## src/rtl/cpu_defs.sv

```systemverilog
// Shared definitions for the UART peripheral: oversampling ratio and the
// state encodings of the receive and transmit machines.
package cpu_defs;

    localparam int OVERSAMPLE = 16;

    typedef enum logic [1:0] {
        RX_IDLE  = 2'd0,
        RX_START = 2'd1,
        RX_DATA  = 2'd2,
        RX_STOP  = 2'd3
    } rx_state_t;

    typedef enum logic [1:0] {
        TX_IDLE  = 2'd0,
        TX_START = 2'd1,
        TX_DATA  = 2'd2,
        TX_STOP  = 2'd3
    } tx_state_t;

endpackage

```

## src/rtl/uart_baud_tick.sv

```systemverilog
// Free-running divider producing a one-cycle tick every DIV clocks; clr
// restarts the count so the receiver can align ticks to a start edge.
module uart_baud_tick #(
    parameter int DIV = 325
) (
    input  logic clk_50m,
    input  logic reset_b,
    input  logic clr,
    output logic tick
);

    localparam int W = (DIV > 1) ? $clog2(DIV) : 1;
    localparam logic [W-1:0] LAST = W'(DIV - 1);

    logic [W-1:0] cnt;

    always_ff @(posedge clk_50m) begin
        if (!reset_b || clr) begin
            cnt <= '0;
        end else if (cnt == LAST) begin
            cnt <= '0;
        end else begin
            cnt <= cnt + 1'b1;
        end
    end

    assign tick = (cnt == LAST);

endmodule

```

## src/rtl/uart_periph.sv

```systemverilog
// 8N1 UART: 16x oversampled receiver with overrun/frame-error reporting and
// an independent transmitter timed by its own bit-period counter.
module uart_periph
    import cpu_defs::*;
#(
    parameter int CLK_FREQ = 50000000,
    parameter int BAUD     = 9600
) (
    input  logic       clk_50m,
    input  logic       reset_b,
    input  logic       uart_rxd,
    output logic       uart_txd,
    input  logic [7:0] tx_data,
    input  logic       tx_valid,
    output logic       tx_ready,
    output logic [7:0] rx_data,
    output logic       rx_valid,
    input  logic       rx_ack,
    output logic       rx_overrun,
    output logic       rx_frame_err
);

    localparam int DIV     = CLK_FREQ / (BAUD * OVERSAMPLE);
    localparam int BIT_CYC = DIV * OVERSAMPLE;
    localparam int CW      = (BIT_CYC > 1) ? $clog2(BIT_CYC) : 1;
    localparam logic [CW-1:0] BIT_LAST  = CW'(BIT_CYC - 1);
    localparam logic [3:0]    HALF_LAST = 4'(OVERSAMPLE / 2 - 1);
    localparam logic [3:0]    FULL_LAST = 4'(OVERSAMPLE - 1);

    // ---------------- receive path ----------------
    logic rxd_meta, rxd_sync, rxd_prev;

    always_ff @(posedge clk_50m) begin
        if (!reset_b) begin
            rxd_meta <= 1'b1;
            rxd_sync <= 1'b1;
            rxd_prev <= 1'b1;
        end else begin
            rxd_meta <= uart_rxd;
            rxd_sync <= rxd_meta;
            rxd_prev <= rxd_sync;
        end
    end

    rx_state_t  rx_state, rx_state_nxt;
    logic [3:0] rx_tcnt, rx_tcnt_nxt;
    logic [2:0] rx_bit, rx_bit_nxt;
    logic [7:0] rx_shift, rx_shift_nxt;
    logic       rx_clr, rx_tick, byte_done, frame_bad;

    uart_baud_tick #(.DIV(DIV)) u_baud_tick (
        .clk_50m (clk_50m),
        .reset_b (reset_b),
        .clr     (rx_clr),
        .tick    (rx_tick)
    );

    always_ff @(posedge clk_50m) begin
        if (!reset_b) begin
            rx_state <= RX_IDLE;
            rx_tcnt  <= '0;
            rx_bit   <= '0;
            rx_shift <= '0;
        end else begin
            rx_state <= rx_state_nxt;
            rx_tcnt  <= rx_tcnt_nxt;
            rx_bit   <= rx_bit_nxt;
            rx_shift <= rx_shift_nxt;
        end
    end

    always_comb begin
        rx_state_nxt = rx_state;
        rx_tcnt_nxt  = rx_tcnt;
        rx_bit_nxt   = rx_bit;
        rx_shift_nxt = rx_shift;
        rx_clr       = 1'b0;
        byte_done    = 1'b0;
        frame_bad    = 1'b0;
        case (rx_state)
            RX_IDLE: begin
                if (rxd_prev && !rxd_sync) begin
                    rx_state_nxt = RX_START;
                    rx_tcnt_nxt  = '0;
                    rx_clr       = 1'b1;
                end
            end
            RX_START: begin
                // Mid-start-bit check rejects glitches shorter than half a bit.
                if (rx_tick) begin
                    if (rx_tcnt == HALF_LAST) begin
                        rx_tcnt_nxt  = '0;
                        rx_bit_nxt   = '0;
                        rx_state_nxt = rxd_sync ? RX_IDLE : RX_DATA;
                    end else begin
                        rx_tcnt_nxt = rx_tcnt + 1'b1;
                    end
                end
            end
            RX_DATA: begin
                if (rx_tick) begin
                    if (rx_tcnt == FULL_LAST) begin
                        rx_tcnt_nxt  = '0;
                        rx_shift_nxt = {rxd_sync, rx_shift[7:1]};
                        rx_bit_nxt   = rx_bit + 1'b1;
                        if (rx_bit == 3'd7) begin
                            rx_state_nxt = RX_STOP;
                        end
                    end else begin
                        rx_tcnt_nxt = rx_tcnt + 1'b1;
                    end
                end
            end
            RX_STOP: begin
                if (rx_tick) begin
                    if (rx_tcnt == FULL_LAST) begin
                        rx_tcnt_nxt  = '0;
                        rx_state_nxt = RX_IDLE;
                        byte_done    = rxd_sync;
                        frame_bad    = !rxd_sync;
                    end else begin
                        rx_tcnt_nxt = rx_tcnt + 1'b1;
                    end
                end
            end
            default: rx_state_nxt = RX_IDLE;
        endcase
    end

    // A byte landing in the same cycle as an ack replaces the acked byte
    // cleanly, so it is not an overrun.
    always_ff @(posedge clk_50m) begin
        if (!reset_b) begin
            rx_data      <= '0;
            rx_valid     <= 1'b0;
            rx_overrun   <= 1'b0;
            rx_frame_err <= 1'b0;
        end else begin
            rx_frame_err <= frame_bad;
            if (byte_done) begin
                rx_data  <= rx_shift;
                rx_valid <= 1'b1;
            end else if (rx_ack) begin
                rx_valid <= 1'b0;
            end
            if (byte_done && rx_valid && !rx_ack) begin
                rx_overrun <= 1'b1;
            end else if (rx_ack && rx_valid) begin
                rx_overrun <= 1'b0;
            end
        end
    end

    // ---------------- transmit path ----------------
    tx_state_t     tx_state, tx_state_nxt;
    logic [CW-1:0] tx_cnt, tx_cnt_nxt;
    logic [2:0]    tx_bit, tx_bit_nxt;
    logic [7:0]    tx_shift, tx_shift_nxt;
    logic          bit_end;

    always_ff @(posedge clk_50m) begin
        if (!reset_b) begin
            tx_state <= TX_IDLE;
            tx_cnt   <= '0;
            tx_bit   <= '0;
            tx_shift <= '0;
        end else begin
            tx_state <= tx_state_nxt;
            tx_cnt   <= tx_cnt_nxt;
            tx_bit   <= tx_bit_nxt;
            tx_shift <= tx_shift_nxt;
        end
    end

    always_comb begin
        tx_state_nxt = tx_state;
        tx_cnt_nxt   = tx_cnt + 1'b1;
        tx_bit_nxt   = tx_bit;
        tx_shift_nxt = tx_shift;
        bit_end      = (tx_cnt == BIT_LAST);
        tx_ready     = 1'b0;
        uart_txd     = 1'b1;
        case (tx_state)
            TX_IDLE: begin
                tx_ready   = 1'b1;
                tx_cnt_nxt = '0;
                if (tx_valid) begin
                    tx_state_nxt = TX_START;
                    tx_shift_nxt = tx_data;
                    tx_bit_nxt   = '0;
                end
            end
            TX_START: begin
                uart_txd = 1'b0;
                if (bit_end) begin
                    tx_cnt_nxt   = '0;
                    tx_state_nxt = TX_DATA;
                end
            end
            TX_DATA: begin
                uart_txd = tx_shift[0];
                if (bit_end) begin
                    tx_cnt_nxt   = '0;
                    tx_shift_nxt = {1'b0, tx_shift[7:1]};
                    tx_bit_nxt   = tx_bit + 1'b1;
                    if (tx_bit == 3'd7) begin
                        tx_state_nxt = TX_STOP;
                    end
                end
            end
            TX_STOP: begin
                if (bit_end) begin
                    tx_cnt_nxt   = '0;
                    tx_state_nxt = TX_IDLE;
                end
            end
            default: tx_state_nxt = TX_IDLE;
        endcase
    end

endmodule
```

## config.mk

```make
export PLATFORM = sky130hd
export DESIGN_NAME = uart_periph
export DESIGN_NICKNAME = d
export VERILOG_FILES = /design/src/rtl/cpu_defs.sv /design/src/rtl/uart_baud_tick.sv /design/src/rtl/uart_periph.sv
export SDC_FILE = /design/constraint.sdc
export NUM_CORES = 1
export LEC_CHECK = 0
export CAP_MARGIN = 30
export CORE_MARGIN = 3
export CORE_UTILIZATION = 50
export CTS_BUF_LIST = sky130_fd_sc_hd__clkbuf_4
export DETAILED_ROUTE_END_ITERATION = 16
export DONT_BUFFER_PORTS = 1
export PLACE_DENSITY = 0.64
export SLEW_MARGIN = 20
export SYNTH_ARGS = -nofsm -noshare
export SYNTH_HDL_FRONTEND = slang
export SYNTH_SLANG_ARGS = --single-unit
```

## constraint.sdc

```tcl
create_clock -name clk_50m -period 3 [get_ports clk_50m]
set_input_delay 0.6 -clock clk_50m [delete_from_list [all_inputs] [get_ports clk_50m]]
set_output_delay 0.6 -clock clk_50m [all_outputs]
set_load 0.1 [all_outputs]
```

==> Flow_metrics.wiki <==
{| class="wikitable"
! Metric !! Value
|-
| Clock sink count || 66
|-
| Number of failing setup endpoints in the final timing report || 0
|-
| Hold violation count in the final report || 0
|-
| Final TNS setup || 0 ns
|-
| GRT Util Overall || 0.1819
|-
| DRC violation count after routing || 0
|-
| Static power due to leakage || between 1 and 1.5 nW
|-
| Die Footprint || a little over 7000 um^2
|-
| TritonCTS clock tree || built
|-
| Number of I/O pins || 26
|-
| Die outline height || ~84 um
|-
| Total number of vias || ~2,400
|-
| Yosys reg bits || between 60 and 70
|-
| Fraction of final layout cells sized beyond drive strength 1 || 0.08239
|-
| Number of cell instances on the worst register-to-register path || 4
|-
| Unique cell type count in the Yosys netlist || 50
|-
| Post-Syn Area || between 3000 and 4000 um^2
|-
| Number of buffers between clock root and the deepest sink || 2
|-
| Most used flip-flop cell after synthesis || dfxtp_1
|-
| Source of the worst register-to-register timing path || u_baud_tick.cnt[7]$_SDFF_PP0_
|-
| CP Capture Type || output pin
|-
| Area of placed instances || approximately 3100 um^2
|-
| Part of the Yosys area used for sequential elements || 0.4347
|-
| Sort of element at the start of the critical path || register
|-
| Starting Density || 0.5323
|-
| Area growth from synthesis to final layout || 5.475%
|-
| Slew margin rel. || 0.3281
|-
| Required time at the worst-slack endpoint || roughly 2.4 ns
|-
| Pre-Repair DR Iteration Count || 4
|-
| Post-Synthesis Mean Instance Area || 8.708 um^2
|-
| Diodes inserted || 0
|-
| Number of cells in the design after placement || a little over 400
|-
| Top area cells in the synthesized netlist || dfxtp_1 43%, nor2_1 5.7%, ha_1 4.9%
|-
| Detailed route wirelength on metal3 || 280 um
|-
| Setup skew after layout || ~0.013 ns
|-
| Number of global-route vias before repair || about 2,300
|-
| Slew at the pin with the worst max-slew slack || slightly above 1 ns
|-
| Hpwl dp || approximately 4000 um
|-
| Largest area contributor in the synthesized netlist || dfxtp_1
|-
| Total nets after synthesis || roughly 370
|-
| Area share of the largest cell type after synthesis || 0.4347
|-
| Number of buffers inserted by hold repair at cts || 0
|-
| Minimum hold slack || 0.2716 ns
|-
| Sum of internal, switching and leakage power || approximately 2 mW
|-
| Reg-to-Reg End || rx_data[3]$_SDFFE_PN0P_
|-
| Number of enable-type register cells in the synthesized netlist || 0
|-
| Root cell of the clock tree || clkbuf_4
|-
| CP max FO || 24
|-
| Critical Path Source || tx_state[0]$_SDFFE_PN0P_
|-
| Number of synthesis warnings || 0
|-
| Violation count after the first detailed-routing iteration || roughly 210
|-
| Final min period || around 2.8 ns
|-
| Final cell count without fillers || 424
|-
| Number of CTS-inserted buffers || 9
|-
| Final critical-path share of the clock period || 0.9168
|-
| Top achievable clock speed || roughly 360 MHz
|-
| Power per cell area || slightly above 600 nW/um^2
|-
| Reported max-cap violation count || 0
|-
| Antenna Violating Nets Remaining || 0
|-
| Setup CP Type || reg2out
|-
| Met2 Routed Length || between 2000 and 3000 um
|-
| Final weighted congestion in routability-driven placement || ~0.82
|-
| Setup repair after global routing missed its margin || false
|-
| Later-pin clock latency in the skew report || roughly 0.40 ns
|-
| Final max-slew violation count || 0
|-
| Share of async-settable or async-resettable flops after synthesis || 0
|-
| Net count, final || 373
|-
| Top routing layer used || met4
|-
| Number of instances in the synthesized netlist || between 300 and 400
|-
| H-tree levels || 3
|-
| Core box area || between 5000 and 6000 um^2
|-
| Class of the most critical hold timing path || in2reg
|-
| Post-CTS sizing || 0
|-
| Reg-to-reg slack, setup || just under 0.8 ns
|-
| Largest net degree at the start of global routing || 25
|-
| Maximum ir drop on the vdd rail || between 0.3 and 0.4 mV
|-
| Clock transition at the registers of the reported paths || roughly 0.11 ns
|-
| Detailed Route WL || 6122 um
|-
| CP endpoint || uart_txd
|-
| Final routed wire length divided by cell count || 14.44 um
|-
| Wire length of the first global-routing pass || 10,610 um
|-
| Signal arrival time at the worst endpoint || approximately 2.2 ns
|-
| Overflow left after global routing || 0
|-
| Antenna violations before repair || 0
|-
| Vias per cell || 5.743
|-
| # Post-CTS Setup Buffers || 0
|-
| Run status || complete, no violations
|-
| Number of buffer cells added on primary ports || 0
|-
| Post-route standard cell area excluding fillers || 3206 um^2
|-
| Chip Width || approximately 84 um
|-
| Cell Rows || 27
|-
| Routed metal-1 wirelength || 3011 um
|}
==> power breakdown <==
group          switching, mW  total [mW]  internal (mW)  leakage, nW
combinational          0.399       0.555          0.156        0.484
clock                  0.291       0.457          0.166       0.0609
sequential            0.0486       0.980          0.931        0.534
total                  0.739        1.99           1.25         1.08
==> state kept, by name, summed over array words and instances, names as in the netlist, named ones only <==
| register | cells |
|---|---|
| rx_bit | 3 |
| rxd_prev | 1 |
| tx_shift | 8 |
| rx_shift | 8 |
| rx_frame_err | 1 |
| rxd_meta | 1 |
| rx_overrun | 1 |
| u_baud_tick.cnt | 9 |
| rx_data | 8 |
| rx_valid | 1 |
| tx_state | 2 |
| tx_cnt | 13 |
| tx_bit | 3 |
| rx_tcnt | 4 |
| rxd_sync | 1 |
| rx_state | 1 |
==> worst max-delay path, stage by stage, from the launching register on <==
cell and delay, ns:
dfxtp_1 0.37, inv_1 0.09, ha_1 0.70, mux2i_2 0.28, buf_4 0.32
==> cells by family after synthesis <==
group,share of synthesized area
AND/OR/NAND/NOR,0.2466
flip-flops,0.4347
AO/OA/AOI/OAI,0.1359
buffers and inverters,0.04282
XOR/XNOR,0.05764
adder cells (fa/ha/maj),0.04940
multiplexers,0.03294
==> worst min-delay path by stage <==
stage	startpoint	to	slack (ns)	cells past startpoint
2_1_floorplan	rxd_meta$_SDFF_PN1_	rxd_sync$_SDFF_PN1_	0.39	1
3_3_place_gp	rxd_meta$_SDFF_PN1_	rxd_sync$_SDFF_PN1_	0.40	1
3_5_place_dp	rxd_meta$_SDFF_PN1_	rxd_sync$_SDFF_PN1_	0.40	1
4_1_cts	reset_b	rxd_meta$_SDFF_PN1_	0.24	1
5_1_grt	reset_b	rxd_sync$_SDFF_PN1_	0.25	1
6_report	reset_b	rxd_sync$_SDFF_PN1_	0.27	1
==> layout by cell type (no fill, tap or decap), types with 6 or more instances in the layout <==
cell type  synthesis  final
xor2_1             8      8
ha_1              12     12
xnor2_1           12     12
nand3_1           28     28
buf_4              1      7
a31oi_1            9      9
o21ai_0           15     15
a22oi_1            7      7
nand2_1           16     16
nand4_1           15     15
a21oi_1           15     15
dfxtp_1           66     66
inv_1             12     12
clkbuf_4           0     10
nor3_1             6      6
mux2i_1           10      9
nor2_1            46     46
==> per-stage QoR <==
step                      setup slack [ns]  utilization
after floorplan                     0.2710            -
after global placement              0.7609       0.5444
after detailed placement            0.7067       0.5444
after CTS                           0.2450       0.5615
after global routing               0.09945       0.5615
final                               0.2495       0.5615
==> Yosys cell counts, types with 7 or more instances <==
| master | n |
|---|---|
| dfxtp_1 | 66 |
| nor2_1 | 46 |
| nand3_1 | 28 |
| clkbuf_1 | 16 |
| nand2_1 | 16 |
| a21oi_1 | 15 |
| nand4_1 | 15 |
| o21ai_0 | 15 |
| ha_1 | 12 |
| inv_1 | 12 |
| xnor2_1 | 12 |
| mux2i_1 | 10 |
| a31oi_1 | 9 |
| xor2_1 | 8 |
| a22oi_1 | 7 |
==> layout make-up <==
| class | count | area (um^2) |
|---|---|---|
| Timing Repair Buffer | 7 | 52.55 |
| Tap cell | 72 | 90.09 |
| Sequential cell | 66 | 1321 |
| Fill cell | 544 | 2504 |
| Multi-Input combinational cell | 250 | 1592 |
| Clock inverter | 5 | 22.52 |
| Clock buffer | 10 | 75.07 |
| Inverter | 14 | 52.55 |
==> per-layer routing <==
metal,vias to the layer above,track usage
li1,1247,-
met1,1127,0.2536
met2,50,0.2668
met3,11,0.03850
met4,0,0.08480
met5,-,0
Note: power is estimated with default switching activity, not from simulation.
